--- src/rtl/uart_sched_pkg.sv ---
`default_nettype none
`timescale 1ns/1ps
// ============================================================================
// uart_sched_pkg : state encoding and width helper for the uart tx scheduler
// Revision: 1.0
// ============================================================================
package uart_sched_pkg;

    typedef enum logic [1:0] {
        IDLE      = 2'd0,
        WAIT_BUSY = 2'd1,
        WAIT_DONE = 2'd2
    } sched_state_t;

    // Ceiling log2, usable in constant expressions.
    function automatic int clog2(input int value);
        int result;
        result = 0;
        for (int i = 0; i < 31; i++) begin
            if ((1 << i) < value) begin
                result = i + 1;
            end
        end
        return result;
    endfunction

    function automatic int max1(input int value);
        return (value > 1) ? value : 1;
    endfunction

endpackage : uart_sched_pkg
`default_nettype wire

--- src/rtl/uart_tx_scheduler_rr_pick.sv ---
`default_nettype none
`timescale 1ns/1ps
// ============================================================================
// rr_pick : combinational round-robin picker with lock override
// Revision: 1.0
// ============================================================================
module rr_pick
    import uart_sched_pkg::*;
#(
    parameter int NREQ = 3,
    parameter int GW   = max1(clog2(NREQ))
) (
    input  logic [NREQ-1:0] req,
    input  logic [GW-1:0]   last_grant,
    input  logic            lock_en,
    input  logic [GW-1:0]   owner,
    output logic            found,
    output logic [GW-1:0]   index
);

    int            cand;
    logic [GW-1:0] cand_idx;

    always_comb begin
        found    = 1'b0;
        index    = '0;
        cand     = 0;
        cand_idx = '0;
        if (lock_en) begin
            found = req[owner];
            index = owner;
        end else begin
            // Walk from the farthest offset down so the nearest hit after
            // last_grant is the final assignment.
            for (int k = NREQ; k >= 1; k--) begin
                cand     = (int'(last_grant) + k) % NREQ;
                cand_idx = GW'(cand);
                if (req[cand_idx]) begin
                    found = 1'b1;
                    index = cand_idx;
                end
            end
        end
    end

endmodule : rr_pick
`default_nettype wire

--- src/rtl/uart_tx_scheduler.sv ---
`default_nettype none
`timescale 1ns/1ps
// ============================================================================
// uart_tx_scheduler : round-robin sharing of one uart transmitter among
// NREQ byte-stream requesters, with per-message locking and busy timeouts.
// Revision: 1.0
// ============================================================================
module uart_tx_scheduler
    import uart_sched_pkg::*;
#(
    parameter int NREQ         = 3,
    parameter int BUSY_TIMEOUT = 16,
    parameter int LOCK_TIMEOUT = 4096
) (
    input  logic                          clk,
    input  logic                          reset,
    input  logic [NREQ-1:0]               req_valid,
    input  logic [8*NREQ-1:0]             req_data,
    input  logic [NREQ-1:0]               req_last,
    output logic [NREQ-1:0]               req_ready,
    output logic                          tx_start,
    output logic [7:0]                    tx_byte,
    input  logic                          tx_busy,
    output logic [max1(clog2(NREQ))-1:0]  grant_id,
    output logic                          active,
    output logic                          lock_held,
    output logic                          err_timeout
);

    localparam int GW     = max1(clog2(NREQ));
    localparam int BUSY_W = max1(clog2(BUSY_TIMEOUT));
    localparam int LOCK_W = max1(clog2(LOCK_TIMEOUT));

    localparam logic [BUSY_W-1:0] BUSY_LIMIT = BUSY_W'(BUSY_TIMEOUT - 1);
    localparam logic [LOCK_W-1:0] LOCK_LIMIT = LOCK_W'(LOCK_TIMEOUT - 1);
    localparam logic [GW-1:0]     LAST_INIT  = GW'(NREQ - 1);

    sched_state_t      state, state_nxt;
    logic              tx_start_nxt;
    logic [7:0]        tx_byte_nxt;
    logic [GW-1:0]     grant_id_nxt;
    logic [GW-1:0]     last_grant, last_grant_nxt;
    logic              active_nxt;
    logic              lock_held_nxt;
    logic              err_timeout_nxt;
    logic              is_last, is_last_nxt;
    logic [BUSY_W-1:0] busy_cnt, busy_cnt_nxt;
    logic [LOCK_W-1:0] idle_cnt, idle_cnt_nxt;

    logic              pick_found;
    logic [GW-1:0]     pick_idx;
    logic              accept;
    logic [7:0]        pick_data;

    rr_pick #(
        .NREQ (NREQ),
        .GW   (GW)
    ) u_pick (
        .req        (req_valid),
        .last_grant (last_grant),
        .lock_en    (lock_held),
        .owner      (grant_id),
        .found      (pick_found),
        .index      (pick_idx)
    );

    assign accept    = (state == IDLE) && pick_found && !tx_busy;
    assign pick_data = req_data[int'(pick_idx)*8 +: 8];

    always_comb begin
        req_ready = '0;
        if (accept) begin
            req_ready[pick_idx] = 1'b1;
        end
    end

    always_comb begin
        state_nxt       = state;
        tx_start_nxt    = tx_start;
        tx_byte_nxt     = tx_byte;
        grant_id_nxt    = grant_id;
        last_grant_nxt  = last_grant;
        active_nxt      = active;
        lock_held_nxt   = lock_held;
        err_timeout_nxt = 1'b0;
        is_last_nxt     = is_last;
        busy_cnt_nxt    = busy_cnt;
        idle_cnt_nxt    = idle_cnt;

        case (state)
            IDLE: begin
                if (accept) begin
                    tx_byte_nxt    = pick_data;
                    tx_start_nxt   = 1'b1;
                    grant_id_nxt   = pick_idx;
                    last_grant_nxt = pick_idx;
                    active_nxt     = 1'b1;
                    is_last_nxt    = req_last[pick_idx];
                    busy_cnt_nxt   = '0;
                    idle_cnt_nxt   = '0;
                    state_nxt      = WAIT_BUSY;
                end else if (lock_held && !req_valid[grant_id]) begin
                    // Owner went quiet: release the lock after a bounded wait.
                    if (idle_cnt == LOCK_LIMIT) begin
                        lock_held_nxt = 1'b0;
                        idle_cnt_nxt  = '0;
                    end else begin
                        idle_cnt_nxt = idle_cnt + 1'b1;
                    end
                end
            end

            WAIT_BUSY: begin
                if (tx_busy) begin
                    tx_start_nxt = 1'b0;
                    state_nxt    = WAIT_DONE;
                end else if (busy_cnt == BUSY_LIMIT) begin
                    err_timeout_nxt = 1'b1;
                    tx_start_nxt    = 1'b0;
                    active_nxt      = 1'b0;
                    lock_held_nxt   = 1'b0;
                    idle_cnt_nxt    = '0;
                    state_nxt       = IDLE;
                end else begin
                    busy_cnt_nxt = busy_cnt + 1'b1;
                end
            end

            WAIT_DONE: begin
                if (!tx_busy) begin
                    active_nxt    = 1'b0;
                    lock_held_nxt = !is_last;
                    state_nxt     = IDLE;
                end
            end

            default: begin
                tx_start_nxt  = 1'b0;
                active_nxt    = 1'b0;
                lock_held_nxt = 1'b0;
                state_nxt     = IDLE;
            end
        endcase
    end

    always_ff @(posedge clk or posedge reset) begin
        if (reset) begin
            state       <= IDLE;
            tx_start    <= 1'b0;
            tx_byte     <= 8'h00;
            grant_id    <= '0;
            last_grant  <= LAST_INIT;
            active      <= 1'b0;
            lock_held   <= 1'b0;
            err_timeout <= 1'b0;
            is_last     <= 1'b0;
            busy_cnt    <= '0;
            idle_cnt    <= '0;
        end else begin
            state       <= state_nxt;
            tx_start    <= tx_start_nxt;
            tx_byte     <= tx_byte_nxt;
            grant_id    <= grant_id_nxt;
            last_grant  <= last_grant_nxt;
            active      <= active_nxt;
            lock_held   <= lock_held_nxt;
            err_timeout <= err_timeout_nxt;
            is_last     <= is_last_nxt;
            busy_cnt    <= busy_cnt_nxt;
            idle_cnt    <= idle_cnt_nxt;
        end
    end

endmodule : uart_tx_scheduler
`default_nettype wire

--- config.mk ---
export PLATFORM = sky130hd
export DESIGN_NAME = uart_tx_scheduler
export DESIGN_NICKNAME = d
export VERILOG_FILES = /design/src/rtl/uart_sched_pkg.sv /design/src/rtl/uart_tx_scheduler_rr_pick.sv /design/src/rtl/uart_tx_scheduler.sv
export SDC_FILE = /design/constraint.sdc
export NUM_CORES = 1
export LEC_CHECK = 0
export ABC_AREA = 0
export CORE_UTILIZATION = 50
export DETAILED_ROUTE_END_ITERATION = 10
export MAX_ROUTING_LAYER = met4
export PLACE_DENSITY = 0.85
export SYNTH_ARGS = -nofsm -noshare
export SYNTH_HDL_FRONTEND = slang
export SYNTH_HIERARCHICAL = 1
export SYNTH_SLANG_ARGS = --single-unit
--- constraint.sdc ---
create_clock -name clk -period 3.7 [get_ports clk]
set_input_delay 0.37 -clock clk [delete_from_list [all_inputs] [get_ports clk]]
set_output_delay 0.37 -clock clk [all_outputs]
set_load 0.03 [all_outputs]
==> results of run 1 <==
## timing repair
| item | 4_1_cts | 5_1_grt |
|---|---|---|
| hold endpoints to repair | 0 | 0 |
| resized for setup | 0 | 2 |
| endpoints found under the setup margin | 0 | 2 |
## worst max-delay path by stage
stage	to	from	cells after the start
6_report	req_ready[2]	grant_id[0]	9
5_1_grt	req_ready[2]	grant_id[0]	9
4_1_cts	req_ready[1]	last_grant[1]	10
3_5_place_dp	req_ready[1]	req_valid[2]	9
3_3_place_gp	req_ready[1]	req_valid[2]	9
2_1_floorplan	req_ready[1]	last_grant[1]	10
## power breakdown
group	internal (uW)	total, uW	switching [uW]
clock network	188	323	135
logic	544	1310	770
registers	492	628	136
total	1220	2270	1040
## worst register-to-register path, stage by stage, from the launching register on
cell and delay (ps):
sky130_fd_sc_hd__dfrtp_1 350, sky130_fd_sc_hd__inv_1 60, sky130_fd_sc_hd__ha_1 470, sky130_fd_sc_hd__nor2b_1 270, sky130_fd_sc_hd__o21ai_0 160, sky130_fd_sc_hd__o2bb2ai_1 170, sky130_fd_sc_hd__o21ai_1 310, sky130_fd_sc_hd__buf_4 250
sky130_fd_sc_hd__nor2b_1 570, sky130_fd_sc_hd__a21oi_1 150, sky130_fd_sc_hd__a21oi_1 220
## sequential cells by signal (all words and copies together) (netlist names), 2 cells and up
name / count
grant_id: 2
tx_byte: 8
state: 2
busy_cnt: 4
idle_cnt: 12
## synth_stat cells, drive strengths merged, types with 2 or more instances
master / count
a22oi: 2
o31a: 2
nand3: 8
nor2b: 9
ha: 6
clkbuf: 5
and3: 3
nor3: 8
a22o: 8
o21ai: 20
nor2: 33
inv: 7
nand4: 3
mux2i: 14
a221o: 2
nand3b: 2
buf: 7
nand2: 23
or3: 2
dfrtp: 33
nand2b: 5
o2bb2ai: 3
a21oi: 27
## through the flow
step           total power, uW  cells  hold slack, ps
2_1_floorplan             1550    249             458
3_3_place_gp              1900    341             472
3_5_place_dp              1940    341             487
4_1_cts                   2270    349             498
5_1_grt                   2420    349             522
6_report                  2270    349             486
## cell type report
type	count	area, um^2	area share
Tap cell	50	62.6	0.0223
Inverter	7	26.3	0.00937
Timing Repair Buffer	54	533	0.190
Clock buffer	8	110	0.0393
Multi-Input combinational cell	196	1220	0.435
Sequential cell	34	852	0.304
## layer usage
layer,vias to the layer above,track usage
li1,1000,-
met1,948,0.332
met2,50,0.416
met3,11,0.0507
met4,0,0.109
met5,-,-
## kinds of logic (layout without fill, tap and decap cells)
kind of cell | count (synthesis) | count (layout) | synth area share
flops | 34 | 34 | 0.395
fa+ha+maj | 6 | 6 | 0.0348
xor+xnor | 1 | 1 | 0.00406
mux | 15 | 15 | 0.0701
compound gates | 74 | 74 | 0.224
buf+inv | 19 | 69 | 0.0417
simple gates | 100 | 100 | 0.230
==> report_table.html, run 1 <==
<table>
<tr><th>Metric</th><th>Value</th></tr>
<tr><th colspan="2">Floorplan</th></tr>
<tr><td>Effective utilization at floorplan</td><td>0.528</td></tr>
<tr><td>Row cnt</td><td>23</td></tr>
<tr><td>Die outline height</td><td>67.7 um</td></tr>
<tr><td>Die Area</td><td>0.00458 mm^2</td></tr>
<tr><td>Core ar.</td><td>0.00409 mm^2</td></tr>
<tr><td>Number of placed I/O pins</td><td>50</td></tr>
<tr><td>Width of the chip</td><td>67.7 um</td></tr>
<tr><th colspan="2">Flow run</th></tr>
<tr><td>Max Cap Viol</td><td>0</td></tr>
<tr><th colspan="2">STA</th></tr>
<tr><td>Worst slew margin relative to its limit</td><td>0.533</td></tr>
<tr><td>Setup slack after layout</td><td>300 ps</td></tr>
<tr><td>Skew final</td><td>5.12 ps</td></tr>
<tr><td>Unrepaired setup endpoints after global routing</td><td>no</td></tr>
<tr><td>Final Max Slew Viols</td><td>0</td></tr>
<tr><td>Total setup violations reported at the end of the flow</td><td>0</td></tr>
<tr><td>Number of endpoints with negative hold slack in the final report</td><td>0</td></tr>
<tr><td>Tmin final</td><td>3400 ps</td></tr>
<tr><td>Pin slew with the least headroom to its limit</td><td>700 ps</td></tr>
<tr><td>TNS Setup</td><td>0 ps</td></tr>
<tr><td>Achievable frequency</td><td>0.294 GHz</td></tr>
<tr><td>Final period util</td><td>0.919</td></tr>
<tr><th colspan="2">Clock network</th></tr>
<tr><td>Max clock buf depth</td><td>2</td></tr>
<tr><td>CTS hold repair buffers</td><td>0</td></tr>
<tr><td>Number of buffers added for setup after CTS</td><td>0</td></tr>
<tr><td>Number of clock sinks</td><td>34</td></tr>
<tr><td>Clock-pin slew on the worst setup and hold paths</td><td>70 ps</td></tr>
<tr><td>Number of H-tree levels</td><td>2</td></tr>
<tr><td>Skew-Pair Late Insertion Delay</td><td>290 ps</td></tr>
<tr><td>Clock tree root driver cell</td><td>sky130_fd_sc_hd__clkbuf_8</td></tr>
<tr><td>TritonCTS clock tree</td><td>yes</td></tr>
<tr><td>Cts bufs inserted</td><td>5</td></tr>
<tr><th colspan="2">Power and ir drop</th></tr>
<tr><td>Maximum VDD drop</td><td>0.530 mV</td></tr>
<tr><td>Power per cell area</td><td>808 mW/mm^2</td></tr>
<tr><td>Static leakage power</td><td>0.00118 uW</td></tr>
<tr><th colspan="2">Synthesis</th></tr>
<tr><td>Share of synthesized flip-flops with an asynchronous set or reset</td><td>1.00</td></tr>
<tr><td>Synth warnings</td><td>6</td></tr>
<tr><td>Count of flip-flops with a built-in enable after synthesis</td><td>0</td></tr>
<tr><td>Synthesized Nets</td><td>288</td></tr>
<tr><td>Area share of the largest cell type after synthesis</td><td>0.383</td></tr>
<tr><td>Top_reg_cell synth</td><td>sky130_fd_sc_hd__dfrtp_1</td></tr>
<tr><td>Sequential share of the synthesized area</td><td>0.395</td></tr>
<tr><td>Synth unique cells</td><td>52</td></tr>
<tr><td>Post-Syn Area per Cell</td><td>8.67 um^2</td></tr>
<tr><td>Combined area of all synthesized cells</td><td>0.00216 mm^2</td></tr>
<tr><td>Synthesized instance count</td><td>249</td></tr>
<tr><td>Largest cells by area after synthesis</td><td>sky130_fd_sc_hd__dfrtp_1 (38%), sky130_fd_sc_hd__mux2i_1 (6.5%), sky130_fd_sc_hd__a21oi_1 (5.8%)</td></tr>
<tr><td>Number of synthesized register bits</td><td>34</td></tr>
<tr><td>Post-synthesis cell type with the largest combined area</td><td>sky130_fd_sc_hd__dfrtp_1</td></tr>
<tr><th colspan="2">Finish</th></tr>
<tr><td>Total Nets Final</td><td>337</td></tr>
<tr><td>Final Cell Area</td><td>0.00281 mm^2</td></tr>
<tr><td>Leading cell type in the layout, fill and taps excluded</td><td>sky130_fd_sc_hd__clkdlybuf4s50_1</td></tr>
<tr><td>Fillcell total</td><td>336</td></tr>
<tr><td>Number of antenna repair diodes</td><td>0</td></tr>
<tr><td>Layout cells sized above 1</td><td>0.0936</td></tr>
<tr><td>Post-layout utilization of the core</td><td>0.686</td></tr>
<tr><td>Most frequent cells in the layout</td><td>sky130_fd_sc_hd__clkdlybuf4s50_1 (47), sky130_fd_sc_hd__dfrtp_1 (33), sky130_fd_sc_hd__nor2_1 (32), sky130_fd_sc_hd__a21oi_1 (25), sky130_fd_sc_hd__nand2_1 (23)</td></tr>
<tr><td>Area added between synthesis and finish</td><td>30.0%</td></tr>
<tr><th colspan="2">Critical path</th></tr>
<tr><td>Largest fanout on the critical path</td><td>9</td></tr>
<tr><td>Endpoint of the worst register-to-register path</td><td>tx_byte[6]</td></tr>
<tr><td>R2R Setup Slk</td><td>640 ps</td></tr>
<tr><td>Crit path largest cell delay</td><td>700 ps</td></tr>
<tr><td>Arrival time at the worst endpoint</td><td>3030 ps</td></tr>
<tr><td>Critical path required time</td><td>3330 ps</td></tr>
<tr><td>Slowest CP cell</td><td>sky130_fd_sc_hd__clkdlybuf4s50_1</td></tr>
<tr><td>Crit end category</td><td>primary output</td></tr>
<tr><td>Combined buffer and inverter count along the critical path</td><td>2</td></tr>
<tr><td>Delay-heaviest family, CP</td><td>buffers and inverters</td></tr>
<tr><td>Cell depth of the worst flop-to-flop path</td><td>10</td></tr>
<tr><td>Critical-path cell list</td><td>inv_1, ha_1, nor2b_1, o21ai_0, o2bb2ai_1, o21ai_1, nand2_1, nor2_1, clkdlybuf4s50_1</td></tr>
<tr><td>Beginning of the worst register-to-register path</td><td>grant_id[0]</td></tr>
<tr><td>Crit path kind</td><td>reg2out</td></tr>
<tr><td>Startpoint class of the critical path</td><td>flop</td></tr>
<tr><th colspan="2">Detailed routing</th></tr>
<tr><td>Average detailed-routed wire length per instance</td><td>15.0 um</td></tr>
<tr><td>Highest metal layer with signal wires</td><td>met4</td></tr>
<tr><td>Number of vias after detailed routing</td><td>2009</td></tr>
<tr><td>DRT Pass-1 Iters</td><td>4</td></tr>
<tr><td>Met1 wire length</td><td>2.42 mm</td></tr>
<tr><td>Detailed-route vias per instance</td><td>5.76</td></tr>
<tr><td>Routed length on met3</td><td>170 um</td></tr>
<tr><td>WL met2</td><td>2.51 mm</td></tr>
<tr><td>Drc violations</td><td>0</td></tr>
<tr><td>Routed wire length</td><td>5.22 mm</td></tr>
<tr><td>Drt initial violations</td><td>127</td></tr>
<tr><td>Final ANT Viol Nets</td><td>0</td></tr>
<tr><th colspan="2">Global route</th></tr>
<tr><td>Number of antenna violations at the first check in global routing</td><td>0</td></tr>
<tr><td>Pin count of the biggest net entering global routing</td><td>22</td></tr>
<tr><td>Remaining global-route overflow</td><td>0</td></tr>
<tr><td>Global-route wire length before repair</td><td>8.65 mm</td></tr>
<tr><td>Via count of the first global-routing pass</td><td>1893</td></tr>
<tr><td>Total track usage</td><td>0.265</td></tr>
<tr><th colspan="2">Placed design</th></tr>
<tr><td>Count of buffers inserted at the top-level ports</td><td>49</td></tr>
<tr><td>Post-Place Setup Slack</td><td>415 ps</td></tr>
<tr><td>Placement-stage cell area</td><td>0.00269 mm^2</td></tr>
<tr><td>Routability congestion estimate from global placement</td><td>0.815</td></tr>
<tr><td>Sum of net half-perimeters after detailed placement</td><td>3.87 mm</td></tr>
<tr><th colspan="2">Min path</th></tr>
<tr><td>Hold Path Class</td><td>in2async</td></tr>
<tr><th colspan="2">Run status</th></tr>
<tr><td>Result of the run</td><td>finished, final reports clean</td></tr>
</table>
Power figures use the tool's default switching activity.
==> run 2, diff against run 1 <==
--- a/config.mk
+++ b/config.mk
@@ -10,6 +10,7 @@
 export DETAILED_ROUTE_END_ITERATION = 10
 export MAX_ROUTING_LAYER = met4
 export PLACE_DENSITY = 0.85
+export RECOVER_POWER = 25
 export SYNTH_ARGS = -nofsm -noshare
 export SYNTH_HDL_FRONTEND = slang
 export SYNTH_HIERARCHICAL = 1
==> run 2 against run 1 <==
Sequential power about the same. Total power is essentially flat. Utilization shrank 0.092 points. Count of clock-buffer cells in the layout stayed put. Critical path type unchanged. Fmax increased by 0.13%. Highest routed layer unchanged. Cell count is the same. Die area unchanged. Wire length barely moved. Sequential share of layout area about the same. Worst hold slack better by 12 ps.
==> report_table.html, run 2 (synthesis gave the netlist of run 1 again) <==
<table>
<tr><th>Metric</th><th>Value</th></tr>
<tr><th colspan="2">Run status</th></tr>
<tr><td>Result of the run</td><td>finished, final reports clean (unchanged)</td></tr>
<tr><th colspan="2">Power and ir drop</th></tr>
<tr><td>Static leakage power</td><td>0.00118 uW (about the same)</td></tr>
<tr><td>Maximum VDD drop</td><td>0.533 mV (was 0.530 mV)</td></tr>
<tr><td>Power per cell area</td><td>808 mW/mm^2 (about the same)</td></tr>
<tr><th colspan="2">Finish</th></tr>
<tr><td>Total Nets Final</td><td>337 (unchanged)</td></tr>
<tr><td>Layout cells sized above 1</td><td>0.0903 (was 0.0936)</td></tr>
<tr><td>Final Cell Area</td><td>0.00280 mm^2 (was 0.00281 mm^2)</td></tr>
<tr><td>Top flop regs</td><td>idle_cnt: 12 flops, tx_byte: 8 flops, busy_cnt: 4 flops (unchanged)</td></tr>
<tr><td>Flip-flop count of the largest register after layout</td><td>12 (unchanged)</td></tr>
<tr><td>Reg with most FFs</td><td>idle_cnt (unchanged)</td></tr>
<tr><td>Number of antenna repair diodes</td><td>0 (unchanged)</td></tr>
<tr><td>Leading cell type in the layout, fill and taps excluded</td><td>sky130_fd_sc_hd__clkdlybuf4s50_1 (unchanged)</td></tr>
<tr><td>Area added between synthesis and finish</td><td>29.8% (was 30.0%)</td></tr>
<tr><td>Most frequent cells in the layout</td><td>sky130_fd_sc_hd__clkdlybuf4s50_1 (46), sky130_fd_sc_hd__dfrtp_1 (33), sky130_fd_sc_hd__nor2_1 (32), sky130_fd_sc_hd__a21oi_1 (25), sky130_fd_sc_hd__nand2_1 (23) (was sky130_fd_sc_hd__clkdlybuf4s50_1 (47), sky130_fd_sc_hd__dfrtp_1 (33), sky130_fd_sc_hd__nor2_1 (32), sky130_fd_sc_hd__a21oi_1 (25), sky130_fd_sc_hd__nand2_1 (23))</td></tr>
<tr><th colspan="2">STA</th></tr>
<tr><td>Final period util</td><td>0.918 (was 0.919)</td></tr>
<tr><td>Unrepaired setup endpoints after global routing</td><td>no (unchanged)</td></tr>
<tr><td>Tmin final</td><td>3400 ps (about the same)</td></tr>
<tr><td>Total setup violations reported at the end of the flow</td><td>0 (unchanged)</td></tr>
<tr><td>Pin slew with the least headroom to its limit</td><td>871 ps (was 700 ps)</td></tr>
<tr><td>Final Max Slew Viols</td><td>0 (unchanged)</td></tr>
<tr><td>Number of endpoints with negative hold slack in the final report</td><td>0 (unchanged)</td></tr>
<tr><td>Skew final</td><td>7.44 ps (was 5.12 ps)</td></tr>
<tr><td>TNS Setup</td><td>0 ps (unchanged)</td></tr>
<tr><td>Achievable frequency</td><td>0.295 GHz (was 0.294 GHz)</td></tr>
<tr><td>Setup slack after layout</td><td>305 ps (was 300 ps)</td></tr>
<tr><td>Worst slew margin relative to its limit</td><td>0.419 (was 0.533)</td></tr>
<tr><th colspan="2">Flow run</th></tr>
<tr><td>Max Cap Viol</td><td>0 (unchanged)</td></tr>
<tr><th colspan="2">Global route</th></tr>
<tr><td>Via count of the first global-routing pass</td><td>1893 (unchanged)</td></tr>
<tr><td>Global-route wire length before repair</td><td>8.65 mm (unchanged)</td></tr>
<tr><td>Number of antenna violations at the first check in global routing</td><td>0 (unchanged)</td></tr>
<tr><td>Remaining global-route overflow</td><td>0 (unchanged)</td></tr>
<tr><td>Total track usage</td><td>0.265 (unchanged)</td></tr>
<tr><td>Pin count of the biggest net entering global routing</td><td>22 (unchanged)</td></tr>
<tr><th colspan="2">Placed design</th></tr>
<tr><td>Placement-stage cell area</td><td>0.00269 mm^2 (unchanged)</td></tr>
<tr><td>Count of buffers inserted at the top-level ports</td><td>49 (unchanged)</td></tr>
<tr><td>Post-Place Setup Slack</td><td>415 ps (unchanged)</td></tr>
<tr><td>Sum of net half-perimeters after detailed placement</td><td>3.87 mm (unchanged)</td></tr>
<tr><td>Routability congestion estimate from global placement</td><td>0.815 (unchanged)</td></tr>
<tr><th colspan="2">Critical path</th></tr>
<tr><td>Slowest CP cell</td><td>sky130_fd_sc_hd__clkdlybuf4s50_1 (unchanged)</td></tr>
<tr><td>Beginning of the worst register-to-register path</td><td>grant_id[0] (unchanged)</td></tr>
<tr><td>Critical path required time</td><td>3330 ps (about the same)</td></tr>
<tr><td>Startpoint class of the critical path</td><td>flop (unchanged)</td></tr>
<tr><td>Crit path largest cell delay</td><td>700 ps (about the same)</td></tr>
<tr><td>R2R Setup Slk</td><td>620 ps (was 640 ps)</td></tr>
<tr><td>Largest fanout on the critical path</td><td>9 (unchanged)</td></tr>
<tr><td>Cell depth of the worst flop-to-flop path</td><td>10 (unchanged)</td></tr>
<tr><td>Combined buffer and inverter count along the critical path</td><td>2 (unchanged)</td></tr>
<tr><td>Delay-heaviest family, CP</td><td>buffers and inverters (unchanged)</td></tr>
<tr><td>Endpoint of the worst register-to-register path</td><td>tx_byte[6] (unchanged)</td></tr>
<tr><td>Critical-path cell list</td><td>inv_1, ha_1, nor2b_1, o21ai_0, o2bb2ai_1, o21ai_1, nand2_1, nor2_1, clkdlybuf4s50_1 (unchanged)</td></tr>
<tr><td>Crit end category</td><td>primary output (unchanged)</td></tr>
<tr><td>Crit path kind</td><td>reg2out (unchanged)</td></tr>
<tr><td>Arrival time at the worst endpoint</td><td>3030 ps (about the same)</td></tr>
<tr><th colspan="2">Floorplan</th></tr>
<tr><td>Die outline height</td><td>67.7 um (unchanged)</td></tr>
<tr><td>Width of the chip</td><td>67.7 um (unchanged)</td></tr>
<tr><td>Core ar.</td><td>0.00409 mm^2 (unchanged)</td></tr>
<tr><td>Row cnt</td><td>23 (unchanged)</td></tr>
<tr><td>Effective utilization at floorplan</td><td>0.528 (unchanged)</td></tr>
<tr><td>Die Area</td><td>0.00458 mm^2 (unchanged)</td></tr>
<tr><td>Number of placed I/O pins</td><td>50 (unchanged)</td></tr>
<tr><th colspan="2">Detailed routing</th></tr>
<tr><td>Final ANT Viol Nets</td><td>0 (unchanged)</td></tr>
<tr><td>Routed wire length</td><td>5.23 mm (was 5.22 mm)</td></tr>
<tr><td>Drt initial violations</td><td>127 (unchanged)</td></tr>
<tr><td>DRT Pass-1 Iters</td><td>4 (unchanged)</td></tr>
<tr><td>Detailed-route vias per instance</td><td>5.82 (was 5.76)</td></tr>
<tr><td>Drc violations</td><td>0 (unchanged)</td></tr>
<tr><td>Average detailed-routed wire length per instance</td><td>15.0 um (about the same)</td></tr>
<tr><td>Number of vias after detailed routing</td><td>2030 (was 2009)</td></tr>
<tr><th colspan="2">Clock network</th></tr>
<tr><td>Max clock buf depth</td><td>2 (unchanged)</td></tr>
<tr><td>Skew-Pair Late Insertion Delay</td><td>290 ps (about the same)</td></tr>
<tr><td>Number of H-tree levels</td><td>2 (unchanged)</td></tr>
<tr><td>Clock tree root driver cell</td><td>sky130_fd_sc_hd__clkbuf_8 (unchanged)</td></tr>
<tr><td>TritonCTS clock tree</td><td>yes (unchanged)</td></tr>
<tr><td>Cts bufs inserted</td><td>5 (unchanged)</td></tr>
<tr><td>Clock-pin slew on the worst setup and hold paths</td><td>70 ps (about the same)</td></tr>
<tr><td>CTS hold repair buffers</td><td>0 (unchanged)</td></tr>
<tr><td>Number of clock sinks</td><td>34 (unchanged)</td></tr>
<tr><td>Number of buffers added for setup after CTS</td><td>0 (unchanged)</td></tr>
<tr><th colspan="2">Min path</th></tr>
<tr><td>Cells on Worst Hold Path</td><td>2</td></tr>
<tr><td>WHS Endpoint</td><td>last_grant[1]</td></tr>
<tr><td>Worst min-delay path startpoint</td><td>last_grant[1]</td></tr>
<tr><td>Hold Path Class</td><td>reg2reg (was in2async)</td></tr>
</table>
run 2: cell count changes in the layout (fill, tap and decap cells not counted), sizes merged:
cell,change
buf,-1
clkbuf,+1
clkdlybuf4s50,-1
dlygate4sd3,+1
run 2: where the power goes:
part | internal [uW] | total, uW | leakage, uW | switching (uW)
Clock | 188 | 321 | 0.0000575 | 133
Combinational | 543 | 1310 | 0.000693 | 771
Sequential | 492 | 629 | 0.000429 | 136
Total | 1220 | 2260 | 0.00118 | 1040
run 2: worst max path at each step:
| stage | from | endpoint | slack [ps] | cells after the start |
|---|---|---|---|---|
| finish | grant_id[0] | req_ready[2] | 300 | 9 |
| global route | grant_id[0] | req_ready[2] | 170 | 9 |
| detailed placement | req_valid[2] | req_ready[1] | 410 | 9 |
| CTS | last_grant[1] | req_ready[1] | 110 | 10 |
| floorplan | last_grant[1] | req_ready[1] | 590 | 10 |
| global placement | req_valid[2] | req_ready[1] | 500 | 9 |
run 2: cell type report:
class / instances / area (um^2)
Fill cell: 338 / 1280
Multi-Input combinational cell: 196 / 1220
Tap cell: 50 / 62.6
Clock buffer: 8 / 110
Inverter: 7 / 26.3
Sequential cell: 34 / 852
Timing Repair Buffer: 54 / 529
run 2: through the flow:
step / hold slack (ps) / utilization / instances / total power [uW]
after floorplan: 458 / - / 249 / 1550
after global placement: 472 / 0.658 / 341 / 1900
after detailed placement: 487 / 0.658 / 341 / 1940
after CTS: 498 / 0.685 / 349 / 2270
after global routing: 522 / 0.686 / 349 / 2420
final: 498 / 0.686 / 349 / 2260
run 2: per-layer routing:
metal | wire [um] | global-route usage
met4 | 124 | 0.109
met2 | 2520 | 0.416
met5 | 0 | -
met1 | 2410 | 0.332
met3 | 172 | 0.0507
run 2: repair_timing:
action                                  4_1_cts  5_1_grt
hold endpoints to repair                      0        0
endpoints found under the setup margin        0        2
gates resized for setup                       0        2
run 2: worst register-to-register path, delay by kind of cell, from the launching register on:
kind / cells / cell delay (ps)
compound gates: 5 / 1000
fa+ha+maj: 1 / 470
buf+inv: 2 / 310
flops: 1 / 350
simple gates: 2 / 860
